## config.mk

```make
export PLATFORM = sky130hd
export DESIGN_NAME = brief_frame_seq_flat
export DESIGN_NICKNAME = d
export VERILOG_FILES = /design/src/rtl/brief_frame_seq_pkg.sv /design/src/rtl/brief_frame_seq_if.sv /design/src/rtl/brief_frame_seq_ring_addr.sv /design/src/rtl/brief_frame_seq.sv /design/src/flat_wrapper.sv
export SDC_FILE = /design/constraint.sdc
export NUM_CORES = 1
export LEC_CHECK = 0
export BUFFER_PORTS_ARGS = -buffer_cell sky130_fd_sc_hd__buf_2
export CORE_MARGIN = 3
export CORE_UTILIZATION = 52
export DETAILED_ROUTE_END_ITERATION = 12
export PLACE_DENSITY = 0.75
export RECOVER_POWER = 25
export SLEW_MARGIN = 30
export SYNTH_ARGS = -nofsm -noshare
export SYNTH_HDL_FRONTEND = slang
export SYNTH_SLANG_ARGS = --single-unit
```

## constraint.sdc

```tcl
create_clock -name i_clk -period 2.1 [get_ports i_clk]
set_clock_uncertainty 0.05 [all_clocks]
set_input_delay 0.21 -clock i_clk [delete_from_list [all_inputs] [get_ports i_clk]]
set_output_delay 0.21 -clock i_clk [all_outputs]
set_load 0.01 [all_outputs]
```

## src/rtl/brief_frame_seq_pkg.sv

```systemverilog
// -----------------------------------------------------------------------------
// brief_seq_pkg
// Shared types and helpers for the BRIEF frame sequencer.
//   seq_state_t : sequencer state (S_IDLE, S_FILL, S_WORK)
//   COOR_W      : width of the window-centre coordinate outputs
//   ring_inc    : increment that wraps from modulus-1 back to 0
// -----------------------------------------------------------------------------
package brief_seq_pkg;

    localparam int COOR_W = 10;

    typedef enum logic [1:0] {
        S_IDLE = 2'd0,
        S_FILL = 2'd1,
        S_WORK = 2'd2
    } seq_state_t;

    // Ring increment used by the SRAM address counters; anything at or past
    // the last slot goes back to slot 0 so a bad load value self-recovers.
    function automatic logic [31:0] ring_inc(input logic [31:0] value,
                                             input logic [31:0] modulus);
        if (value >= modulus - 32'd1) begin
            return 32'd0;
        end
        return value + 32'd1;
    endfunction

endpackage

```

## src/rtl/brief_frame_seq_if.sv

```systemverilog
// -----------------------------------------------------------------------------
// brief_frame_seq_if
// Line-buffer SRAM control bus plus the window-centre coordinate stream that
// the frame sequencer drives towards the SRAM bank and the BRIEF unit.
//   o_lb_wen_n   : shared port-A write enable, 0 = write
//   o_lb_addr_a  : port-A (write) address
//   o_lb_addr_b  : port-B (read) address
//   o_coor_x/y   : window-centre coordinate
//   o_coor_valid : coordinate qualifier
// Modports: master (sequencer side, drives everything), slave (consumers).
// -----------------------------------------------------------------------------
interface brief_frame_seq_if #(
    parameter int ADDR_W = 10
);

    logic                              o_lb_wen_n;
    logic [ADDR_W-1:0]                 o_lb_addr_a;
    logic [ADDR_W-1:0]                 o_lb_addr_b;
    logic [brief_seq_pkg::COOR_W-1:0]  o_coor_x;
    logic [brief_seq_pkg::COOR_W-1:0]  o_coor_y;
    logic                              o_coor_valid;

    modport master (
        output o_lb_wen_n,
        output o_lb_addr_a,
        output o_lb_addr_b,
        output o_coor_x,
        output o_coor_y,
        output o_coor_valid
    );

    modport slave (
        input o_lb_wen_n,
        input o_lb_addr_a,
        input o_lb_addr_b,
        input o_coor_x,
        input o_coor_y,
        input o_coor_valid
    );

endinterface

```

## src/rtl/brief_frame_seq_ring_addr.sv

```systemverilog
// -----------------------------------------------------------------------------
// brief_ring_addr
// Loadable modulo-WIDTH counter used for the line-buffer ring addresses.
//   i_clk, i_rst  : clock, synchronous active-high reset (q -> 0)
//   i_enable      : advance by one, wrapping WIDTH-1 -> 0
//   i_load        : load i_load_value (takes priority over i_enable)
//   i_load_value  : value to load
//   o_q           : current address
// -----------------------------------------------------------------------------
module brief_ring_addr
    import brief_seq_pkg::*;
#(
    parameter int WIDTH  = 640,
    parameter int ADDR_W = 10
) (
    input  logic              i_clk,
    input  logic              i_rst,
    input  logic              i_enable,
    input  logic              i_load,
    input  logic [ADDR_W-1:0] i_load_value,
    output logic [ADDR_W-1:0] o_q
);

    logic [ADDR_W-1:0] r_q;

    // Address register: a load restarts the ring at a new phase, otherwise the
    // address walks round the ring one slot per enabled cycle.
    always_ff @(posedge i_clk) begin
        if (i_rst) begin
            r_q <= '0;
        end else if (i_load) begin
            r_q <= i_load_value;
        end else if (i_enable) begin
            r_q <= ADDR_W'(ring_inc(32'(r_q), 32'(WIDTH)));
        end
    end

    assign o_q = r_q;

endmodule

```

## src/rtl/brief_frame_seq.sv

```systemverilog
// -----------------------------------------------------------------------------
// brief_frame_seq
// Frame sequencer for the BRIEF line-buffer datapath. Tracks frame start/end,
// counts the line-buffer fill period, drives the ring addresses and shared
// write enable of the 30 line-buffer SRAMs, and emits the window-centre
// coordinate stream for the BRIEF unit.
//   i_clk          : clock
//   i_rst          : synchronous reset, active-high
//   i_pixel_valid  : advance enable; all state moves only when 1
//   i_start        : first pixel of a frame, qualified by i_pixel_valid
//   lb_if (master) : SRAM write enable / addresses and coordinate stream
//   o_start        : frame-start pulse (combinational)
//   o_end          : frame-end pulse (combinational)
//   o_busy         : sequencer not idle
//   o_stall_cnt    : busy cycles without a valid pixel (20 bit, saturating)
// Optional feature macro: BRIEF_SEQ_STALL_CNT_EN adds o_stall_cnt and its
// counter; without it neither the port nor the logic exists.
// -----------------------------------------------------------------------------
module brief_frame_seq
    import brief_seq_pkg::*;
#(
    parameter int WIDTH       = 640,
    parameter int HEIGHT      = 480,
    parameter int FILL_CYCLES = 9612,
    parameter int RD_LEAD     = 32,
    parameter int ADDR_W      = 10
) (
    input  logic               i_clk,
    input  logic               i_rst,
    input  logic               i_pixel_valid,
    input  logic               i_start,
    brief_frame_seq_if.master  lb_if,
    output logic               o_start,
    output logic               o_end,
    output logic               o_busy
`ifdef BRIEF_SEQ_STALL_CNT_EN
    ,
    output logic [19:0]        o_stall_cnt
`endif
);

    localparam int CNT_W = (FILL_CYCLES > 1) ? $clog2(FILL_CYCLES + 1) : 1;

    // The write port trails the read port by RD_LEAD slots around the ring,
    // so a frame starts with the write address RD_LEAD behind zero.
    localparam int LOAD_A = (WIDTH - RD_LEAD) % WIDTH;
    localparam int LOAD_B = 0;

    seq_state_t        r_state, w_state_nxt;
    logic [CNT_W-1:0]  r_fill_cnt, w_fill_cnt_nxt;
    logic [COOR_W-1:0] r_x, w_x_nxt;
    logic [COOR_W-1:0] r_y, w_y_nxt;
    logic              r_wen_n, w_wen_n_nxt;

    logic              w_start_evt;
    logic              w_fill_done;
    logic              w_x_last;
    logic              w_last_pix;
    logic              w_addr_en;
    logic [ADDR_W-1:0] w_addr_a;
    logic [ADDR_W-1:0] w_addr_b;

    assign w_start_evt = i_pixel_valid & i_start;
    assign w_fill_done = (r_fill_cnt == CNT_W'(FILL_CYCLES - 1));
    assign w_x_last    = (r_x == COOR_W'(WIDTH - 1));
    assign w_last_pix  = w_x_last && (r_y == COOR_W'(HEIGHT - 1));

    // Next-state and pulse logic. A start event wins over everything and
    // restarts the fill from any state; if it lands in WORK the current frame
    // is closed at the same time, so o_end fires alongside o_start. With no
    // valid pixel every next value equals the current one.
    always_comb begin
        w_state_nxt    = r_state;
        w_fill_cnt_nxt = r_fill_cnt;
        w_x_nxt        = r_x;
        w_y_nxt        = r_y;
        w_wen_n_nxt    = r_wen_n;
        o_start        = w_start_evt;
        o_end          = 1'b0;

        if (w_start_evt) begin
            w_state_nxt    = S_FILL;
            w_fill_cnt_nxt = '0;
            w_x_nxt        = '0;
            w_y_nxt        = '0;
            w_wen_n_nxt    = 1'b0;
            o_end          = (r_state == S_WORK);
        end else if (i_pixel_valid) begin
            case (r_state)
                S_IDLE: begin
                    w_wen_n_nxt = 1'b1;
                end
                S_FILL: begin
                    w_fill_cnt_nxt = r_fill_cnt + CNT_W'(1);
                    if (w_fill_done) begin
                        w_state_nxt = S_WORK;
                        w_x_nxt     = '0;
                        w_y_nxt     = '0;
                    end
                end
                S_WORK: begin
                    if (w_last_pix) begin
                        o_end       = 1'b1;
                        w_state_nxt = S_IDLE;
                        w_x_nxt     = '0;
                        w_y_nxt     = '0;
                        w_wen_n_nxt = 1'b1;
                    end else if (w_x_last) begin
                        w_x_nxt = '0;
                        w_y_nxt = r_y + COOR_W'(1);
                    end else begin
                        w_x_nxt = r_x + COOR_W'(1);
                    end
                end
                default: begin
                    w_state_nxt = S_IDLE;
                    w_wen_n_nxt = 1'b1;
                end
            endcase
        end
    end

    // State register. Reset aborts a frame on the spot without an end pulse.
    always_ff @(posedge i_clk) begin
        if (i_rst) begin
            r_state    <= S_IDLE;
            r_fill_cnt <= '0;
            r_x        <= '0;
            r_y        <= '0;
            r_wen_n    <= 1'b1;
        end else begin
            r_state    <= w_state_nxt;
            r_fill_cnt <= w_fill_cnt_nxt;
            r_x        <= w_x_nxt;
            r_y        <= w_y_nxt;
            r_wen_n    <= w_wen_n_nxt;
        end
    end

    // Both ring counters move in lock-step so the read/write spacing never
    // drifts; they only move while a frame is in flight.
    assign w_addr_en = i_pixel_valid & (r_state != S_IDLE);

    brief_ring_addr #(
        .WIDTH  (WIDTH),
        .ADDR_W (ADDR_W)
    ) u_addr_a (
        .i_clk        (i_clk),
        .i_rst        (i_rst),
        .i_enable     (w_addr_en),
        .i_load       (w_start_evt),
        .i_load_value (ADDR_W'(LOAD_A)),
        .o_q          (w_addr_a)
    );

    brief_ring_addr #(
        .WIDTH  (WIDTH),
        .ADDR_W (ADDR_W)
    ) u_addr_b (
        .i_clk        (i_clk),
        .i_rst        (i_rst),
        .i_enable     (w_addr_en),
        .i_load       (w_start_evt),
        .i_load_value (ADDR_W'(LOAD_B)),
        .o_q          (w_addr_b)
    );

    assign lb_if.o_lb_wen_n   = r_wen_n;
    assign lb_if.o_lb_addr_a  = w_addr_a;
    assign lb_if.o_lb_addr_b  = w_addr_b;
    assign lb_if.o_coor_x     = r_x;
    assign lb_if.o_coor_y     = r_y;
    assign lb_if.o_coor_valid = (r_state == S_WORK);
    assign o_busy             = (r_state != S_IDLE);

`ifdef BRIEF_SEQ_STALL_CNT_EN
    logic [19:0] r_stall_cnt;

    // Stall counter: counts busy cycles that had no pixel to consume,
    // saturating rather than wrapping, and restarting with each frame.
    always_ff @(posedge i_clk) begin
        if (i_rst) begin
            r_stall_cnt <= '0;
        end else if (w_start_evt) begin
            r_stall_cnt <= '0;
        end else if ((r_state != S_IDLE) && !i_pixel_valid && (r_stall_cnt != '1)) begin
            r_stall_cnt <= r_stall_cnt + 20'd1;
        end
    end

    assign o_stall_cnt = r_stall_cnt;
`endif

endmodule
```

## src/flat_wrapper.sv

```systemverilog
// flat-port wrapper written by rule: the top's interface ports become plain ports
module brief_frame_seq_flat import brief_seq_pkg::*;
#(
    parameter int WIDTH       = 640,
    parameter int HEIGHT      = 480,
    parameter int FILL_CYCLES = 9612,
    parameter int RD_LEAD     = 32,
    parameter int ADDR_W      = 10
)
  (i_clk, i_rst, i_pixel_valid, i_start, o_start, o_end, o_busy, lb_if_o_lb_wen_n, lb_if_o_lb_addr_a, lb_if_o_lb_addr_b, lb_if_o_coor_x, lb_if_o_coor_y, lb_if_o_coor_valid);
  brief_frame_seq_if #(.ADDR_W(ADDR_W)) lb_if_i ();
  input  logic i_clk;
  input  logic i_rst;
  input  logic i_pixel_valid;
  input  logic i_start;
  output logic o_start;
  output logic o_end;
  output logic o_busy;
  output wire logic [$bits(lb_if_i.o_lb_wen_n)-1:0] lb_if_o_lb_wen_n;
  output wire logic [$bits(lb_if_i.o_lb_addr_a)-1:0] lb_if_o_lb_addr_a;
  output wire logic [$bits(lb_if_i.o_lb_addr_b)-1:0] lb_if_o_lb_addr_b;
  output wire logic [$bits(lb_if_i.o_coor_x)-1:0] lb_if_o_coor_x;
  output wire logic [$bits(lb_if_i.o_coor_y)-1:0] lb_if_o_coor_y;
  output wire logic [$bits(lb_if_i.o_coor_valid)-1:0] lb_if_o_coor_valid;
  assign lb_if_o_lb_wen_n = lb_if_i.o_lb_wen_n;
  assign lb_if_o_lb_addr_a = lb_if_i.o_lb_addr_a;
  assign lb_if_o_lb_addr_b = lb_if_i.o_lb_addr_b;
  assign lb_if_o_coor_x = lb_if_i.o_coor_x;
  assign lb_if_o_coor_y = lb_if_i.o_coor_y;
  assign lb_if_o_coor_valid = lb_if_i.o_coor_valid;
  brief_frame_seq #(.WIDTH(WIDTH), .HEIGHT(HEIGHT), .FILL_CYCLES(FILL_CYCLES), .RD_LEAD(RD_LEAD), .ADDR_W(ADDR_W)) u_core (.i_clk(i_clk), .i_rst(i_rst), .i_pixel_valid(i_pixel_valid), .i_start(i_start), .lb_if(lb_if_i), .o_start(o_start), .o_end(o_end), .o_busy(o_busy));
endmodule
```

# Word-level counts from Yosys, hierarchy flattened
# Index checks and enable logic that the tools add are counted.
# totals
elab_cells	78
input_bits	4
ff_bits	57
output_inout_bits	45
# classes
bitwise_logic	3
muxes	34
eq_ne	12
addsub	5
n_lt_le_gt_ge	2
n_reduce_logical	13
# ops
operator	count
$mux W10	11
$add A10 B1 Y10 const B	4
$pmux W10 S2	2
$ge A10 B10 Y1 const B	2
$mux W1	17
$add A14 B1 Y14 const B	1
$eq A14 B14 Y1 const B	1
$reduce_and A4 Y1	3
$eq A10 B10 Y1 const B	1
$eq A10 B9 Y1 const B	1
$reduce_bool A2 Y1	4
$ne A3 B2 Y1 const B	2
$pmux W2 S3	1
$reduce_and A3 Y1	2
$mux W2	2
$ne A2 B1 Y1 const B	2
$ne A2 B2 Y1 const B	2
$ne A3 B1 Y1 const B	1
$and A1 B1 Y1	2
$eq A2 B1 Y1 const B	1
$eq A2 B2 Y1 const B	1
$logic_not A2 Y1	1
$pmux W1 S2	1
$reduce_and A2 Y1	1
other kinds (3)	3

# Logic depth before layout (Yosys ltp)
# depth
ltp_word	8
ltp_mapped	9
mapped_depth_nobuf	7

# Hierarchy
# Synthesis repeated with hierarchy kept, for this count alone.
# unflattened
cells_unflattened	393
area_unflattened_um2	3268.1
# modules_own_cells
module	seq_area_each_um2	instances	cells_per_inst	area_per_inst_um2
brief_frame_seq	740.7	1	227	1911.8
brief_ring_addr	200.2	2	83	678.2

# Least setup slack after synthesis
# No wires, ideal clock.
# synth_timing
path_type	reg-to-reg
startpoint	reg u_core.r_x[0] (netlist: u_core.lb_if.o_coor_x[0])
endpoint	reg u_core.r_y[9] (netlist: u_core.lb_if.o_coor_y[9])
setup_ns	0.096
required_ns	1.954
n_path_buf	0
arrival_time_ns	1.834
path_stages_with_launch	7
setup_slack_ns	0.121
synth_period_minus_slack_ns	1.979
cell_sequence	dfxtp_1 -> ha_1 -> nand4_2 -> or3_4 -> nor3_4 -> nand2_2 -> o41ai_2
# synth_between
elab_chain_len	4
elab_cells_between_ends	6
classes_between	eq/ne (2); mux (2); reduce/logical (2)
# synth_rtl
element	line	rtl
from (decl)	brief_frame_seq.sv:51	logic [COOR_W-1:0] r_x, w_x_nxt;
from (signal assigned)	brief_frame_seq.sv:134	r_x <= w_x_nxt;
$eq A10 B10 Y1 (*)	brief_frame_seq.sv:65	assign w_x_last = (r_x == COOR_W'(WIDTH - 1));
$logic_and A1 B1 Y1	brief_frame_seq.sv:66	assign w_last_pix = w_x_last && (r_y == COOR_W'(HEIGHT - 1));
$ne A3 B1 Y1 (no line) or $mux W10 (tied branches)	n/a	
$reduce_and A4 Y1 (no line) or $pmux W10 S2 (tied branches)	n/a	
to (signal assigned)	brief_frame_seq.sv:135	r_y <= w_y_nxt;
to (decl)	brief_frame_seq.sv:52	logic [COOR_W-1:0] r_y, w_y_nxt;
# Every way passes the cells marked *; elsewhere a longest branch is shown, timed or not.
# A chain may end at the register's enable or synchronous reset.

# Final worst setup path
# layout_timing
startpoint	reg u_core.r_x[8] (netlist: u_core.lb_if.o_coor_x[8])
endpoint	out o_end
# layout_between
elab_chain_len	6
# layout_rtl
element	line	rtl
$eq A10 B10 Y1	brief_frame_seq.sv:65	
$logic_and A1 B1 Y1	brief_frame_seq.sv:66	
$mux W1	brief_frame_seq.sv:102	if (w_last_pix) begin
$mux W1	brief_frame_seq.sv:89	case (r_state)
$mux W1	brief_frame_seq.sv:88	end else if (i_pixel_valid) begin
$mux W1	brief_frame_seq.sv:81	if (w_start_evt) begin
to (decl)	flat_wrapper.sv:17	output logic o_end;
# No other way between the ends.

==> reports/results.env <==
PATH_CLASS='flop to output port'
WORST_PATH_ARRIVAL_TIME_NS=1.78
CLK_LATENCY_NS=0.34
MAX_CLOCK_FREQ_MHz=490
START_UTIL_PCT=55.5
POST_SYNTH_XOR_AREA_FRACTION_PCT=8.98
CTS-ROOT-BUF='sky130_fd_sc_hd__clkbuf_8'
ROUTE.DETAILED.VIAS_PER_INST=5.74
YS_DOMINANT_REG_CELL='sky130_fd_sc_hd__dfxtp_1'
REG_TO_REG_END='u_core.lb_if.o_coor_y[7]'
CLOCK_POWER_SHARE_PCT=48.8
NUMCTSBUFFERS=9
POST_DETAILED_PLACEMENT_HALF_PERIMETER_WIRELENGTH_UM=4940
YOSYSWARNINGS=0
SYNTH_TOP_FAMILY_BY_AREA='simple AND/OR/NAND/NOR gates'
MIN_PATH_TYPE='primary input to flop'
POSTROUTEANTENNANETS=0
IO-PIN-COUNT=49
TIGHTESTPINTRANSITION_NS=0.500
YOSYSSEQAREASHARE_PCT=39.0
ANTENNA_FOUND_INITIAL=0
DETAILEDROUTE.FIRSTPASSITERATIONCOUNT=5
MAX-CAP-VIOLATIONS=0
LAYOUT_NET_COUNT=429
N_ANTENNA_CELL=0
DETAIL_ROUTE.WIRELENGTH_UM=7070
CTS_SINKS=57
SYNTHESIS.NETS=359
MAXSLEWHEADROOM_PCT=66.7
REG2REG_SLACK_NS=0.13
WORST_EP_REQUIRED_TIME_NS=1.84
SETUP.WORST_PATH.END_CLASS='output port'
GRT_START_MAX_NET_PINS=17
WIRE_PER_INST_UM=14.4
SETUP_VIOL_COUNT_FINAL=0
FLOORPLAN.CORE_AREA_MM2=0.00527
POST_SYNTH_FA_HA_MAJ_AREA_FRACTION_PCT=3.42
SYNTH.DISTINCT_CELLS=55
HOLD_PATH_END='u_core.lb_if.o_lb_wen_n'
DRCVIOLATIONCOUNT=0
WORST_VOLTAGE_DROP_ACROSS_THE_VDD_GRID_V=0.000438
GP_CONGESTION=0.833
SYNTHESIS.AREA_MM2=0.00293
FIRST_PASS_GRT_WIRE_LENGTH_UM=11900
DETAILED_PLACE.AREA_MM2=0.00336
ROWS=26
CTS_HOLD_BUFFERS=0
FINAL-MAX-SLEW-VIOLATION-COUNT=0
SYNTH_CELLS=347
YS_FF_LATCH=57
PRECTSSETUPSLACK_NS=0.106
HOLD_PATH_STAGES=2
ROUTED-VIA-COUNT=2826
YOSYS.AREA_SHARE.SIMPLE_PCT=29.0
P_SEQ_SHARE_PCT=46.4
SYNTH_MUX_AREA_SHARE_PCT=0.342
FIRST_GLOBAL_VIAS=2597
GRT.TOTAL_USAGE_PCT=23.2
WORST_R2R_STARTPOINT='u_core.lb_if.o_coor_x[8]'
SYNTH_COMPOUND_AREA_SHARE_PCT=15.8
NETSWITCHINGFRACTION_PCT=22.8
FINAL_LAYOUT_SIZE_SUFFIX_GT1_SHARE_PCT=22.5
RUN_STATUS='finished, final reports clean'
IO_BUFFER_COUNT=48
POWER_mW=2.37
H_TREE_DEPTH=3
FIN_TNS_SETUP_NS=0
GRT-OVFL-TOTAL=0
SYNTH.AVG_CELL_AREA_UM2=8.43
POST-ROUTE-PERIOD-UTIL_PCT=97.1
WORSTHOLDSTART='i_start'
LAYOUT_COMMON_CELLS='sky130_fd_sc_hd__dfxtp_1 (54), sky130_fd_sc_hd__nor2_1 (41), sky130_fd_sc_hd__nand2_1 (36)'
DIE_AREA_MM2=0.00656
RSZ_0062_RAISED_AFTER_GLOBAL_ROUTING='false'
FINAL_CRITICAL_PATH_SETUP_SLACK_NS=0.0605
SHARE_COMB_OF_TOTAL_POWER_PCT=4.8
ASYNCSETRESETFLOPFRACSYNTH_PCT=0
P_SWITCHING_mW=0.541
CELL_BY_CELL_LISTING_OF_THE_CRITICAL_PATH='or3b_4 -> nor3_4 -> a21oi_1 -> nor3_1 -> buf_2'
COUNT_OF_FINAL_HOLD_CHECK_VIOLATIONS=0
SYN2LAYOUT_AREA_GROWTH_PCT=24.7
WORST-R2R-CELL-COUNT=6
MIN_PERIOD_NS=2.04
P_LEAK_nW=1.42
DIE_HEIGHT_UM=81.0
FINISH.UTILIZATION_PCT=69.2
CRITPATHSLOWESTCELL='sky130_fd_sc_hd__or3b_4'
PATH_CLK_SLEW_NS=0.06
CLOCK_TREE_FROM_TRITONCTS='built'
POWER_INTERNAL_mW=1.83
CTS_MAX_PATH_BUFFERS=2
NUMBER_OF_FLOPS_MAPPED_TO_ENABLE_CELLS_BY_YOSYS=0
CP_MAX_FO=6
SLOWEST_DELAY_NS=0.45
DRT_ITER0_DRC=190
POWER_DENSITY_mW_PER_MM2=649
FINAL_CELL_AREA_MM2=0.00365
DIE_WIDTH_UM=81.0
START_KIND='flop'
FINAL_COMMON_CELL='sky130_fd_sc_hd__dfxtp_1'
cell type report:
type	count	area, um2
clock inverter	5	78.8
inverter	10	37.5
tap	70	87.6
fill	429	1620
clock buffer	11	141
multi-input combinational	268	1760
sequential	57	1140
timing repair buffer	71	400
state kept, by name (all words and copies together) (netlist names):
name,flops
u_core.lb_if.o_coor_x,10
u_core.lb_if.o_coor_y,10
u_core.lb_if.o_lb_wen_n,1
u_core.r_fill_cnt,14
u_core.r_state,2
u_core.u_addr_a.o_q,10
u_core.u_addr_b.o_q,10
per-layer routing:
layer | up-vias | track usage [%] | wire, um
met2 | 118 | 36.9 | 3230
met4 | 0 | 9.97 | 127
met1 | 1308 | 30.5 | 3260
met3 | 14 | 4.43 | 449
li1 | 1386 | - | -
met5 | - | 0 | 0
cells in the mapped netlist, drive strengths merged, types with 2 or more instances:
cell type / number / area, um2
nand4: 12 / 81.3
inv: 10 / 37.5
clkbuf: 6 / 22.5
a21boi: 3 / 22.5
a31oi: 5 / 31.3
a21oi: 19 / 95.1
nand2b: 3 / 18.8
o21ai: 14 / 70.1
nand2: 38 / 145
a211oi: 3 / 22.5
a41o: 2 / 20.0
o31ai: 3 / 36.3
nor3: 9 / 67.6
ha: 8 / 100
xnor2: 12 / 105
o211ai: 6 / 45.0
xor2: 18 / 158
dfxtp: 57 / 1140
o41ai: 6 / 60.1
nand3: 26 / 135
o22ai: 2 / 12.5
or4: 2 / 15.0
o21a: 2 / 15.0
or3: 3 / 23.8
or2: 3 / 18.8
nor2: 41 / 154
and3: 6 / 37.5
and4: 2 / 17.5
nor4: 4 / 40.0
buf: 5 / 31.3
and2: 4 / 26.3
worst max-delay path, delay by kind of cell (launching register included):
kind                   cells  cell delay, ns
AO/OA/AOI/OAI              1            0.09
buffers and inverters      1            0.17
flip-flops                 1            0.35
AND/OR/NAND/NOR            3            0.83
cells by family after synthesis:
group | count (synthesis)
AND/OR/NAND/NOR | 160
XOR/XNOR | 30
adder cells (fa/ha/maj) | 8
multiplexers | 1
AO/OA/AOI/OAI | 69
flip-flops | 57
buffers and inverters | 22
power by group through the flow:
stage	combinational [mW]	sequential, mW	clock (mW)
floorplan	0.0695	1.13	0
global placement	0.113	1.12	0
detailed placement	0.114	1.12	0
CTS	0.114	1.10	1.17
global route	0.127	1.10	1.21
finish	0.115	1.10	1.16
per-stage QoR:
stage | std cells | hold slack (ns)
after floorplan | 347 | 0.262
after global placement | 474 | 0.414
after detailed placement | 474 | 0.422
after CTS | 492 | 0.0703
after global routing | 492 | 0.0802
final | 492 | 0.0836
worst max-delay path by stage:
stage,end,from,depth (start not counted)
after floorplan,u_core.lb_if.o_coor_y[9],u_core.lb_if.o_coor_x[0],6
after global placement,o_end,u_core.lb_if.o_coor_y[1],6
after detailed placement,u_core.lb_if.o_coor_x[6],u_core.r_state[1],7
after CTS,o_end,u_core.lb_if.o_coor_x[7],5
after global routing,u_core.lb_if.o_coor_y[7],u_core.lb_if.o_coor_x[8],6
final,o_end,u_core.lb_if.o_coor_x[8],5
timing repair:
action	in CTS	in global routing
pin swaps	3	4
gates resized for setup	8	10
buffers inserted	2	0
endpoints found under the hold margin	0	0
endpoints found under the setup margin	1	15
Power figures use the tool's default switching activity.
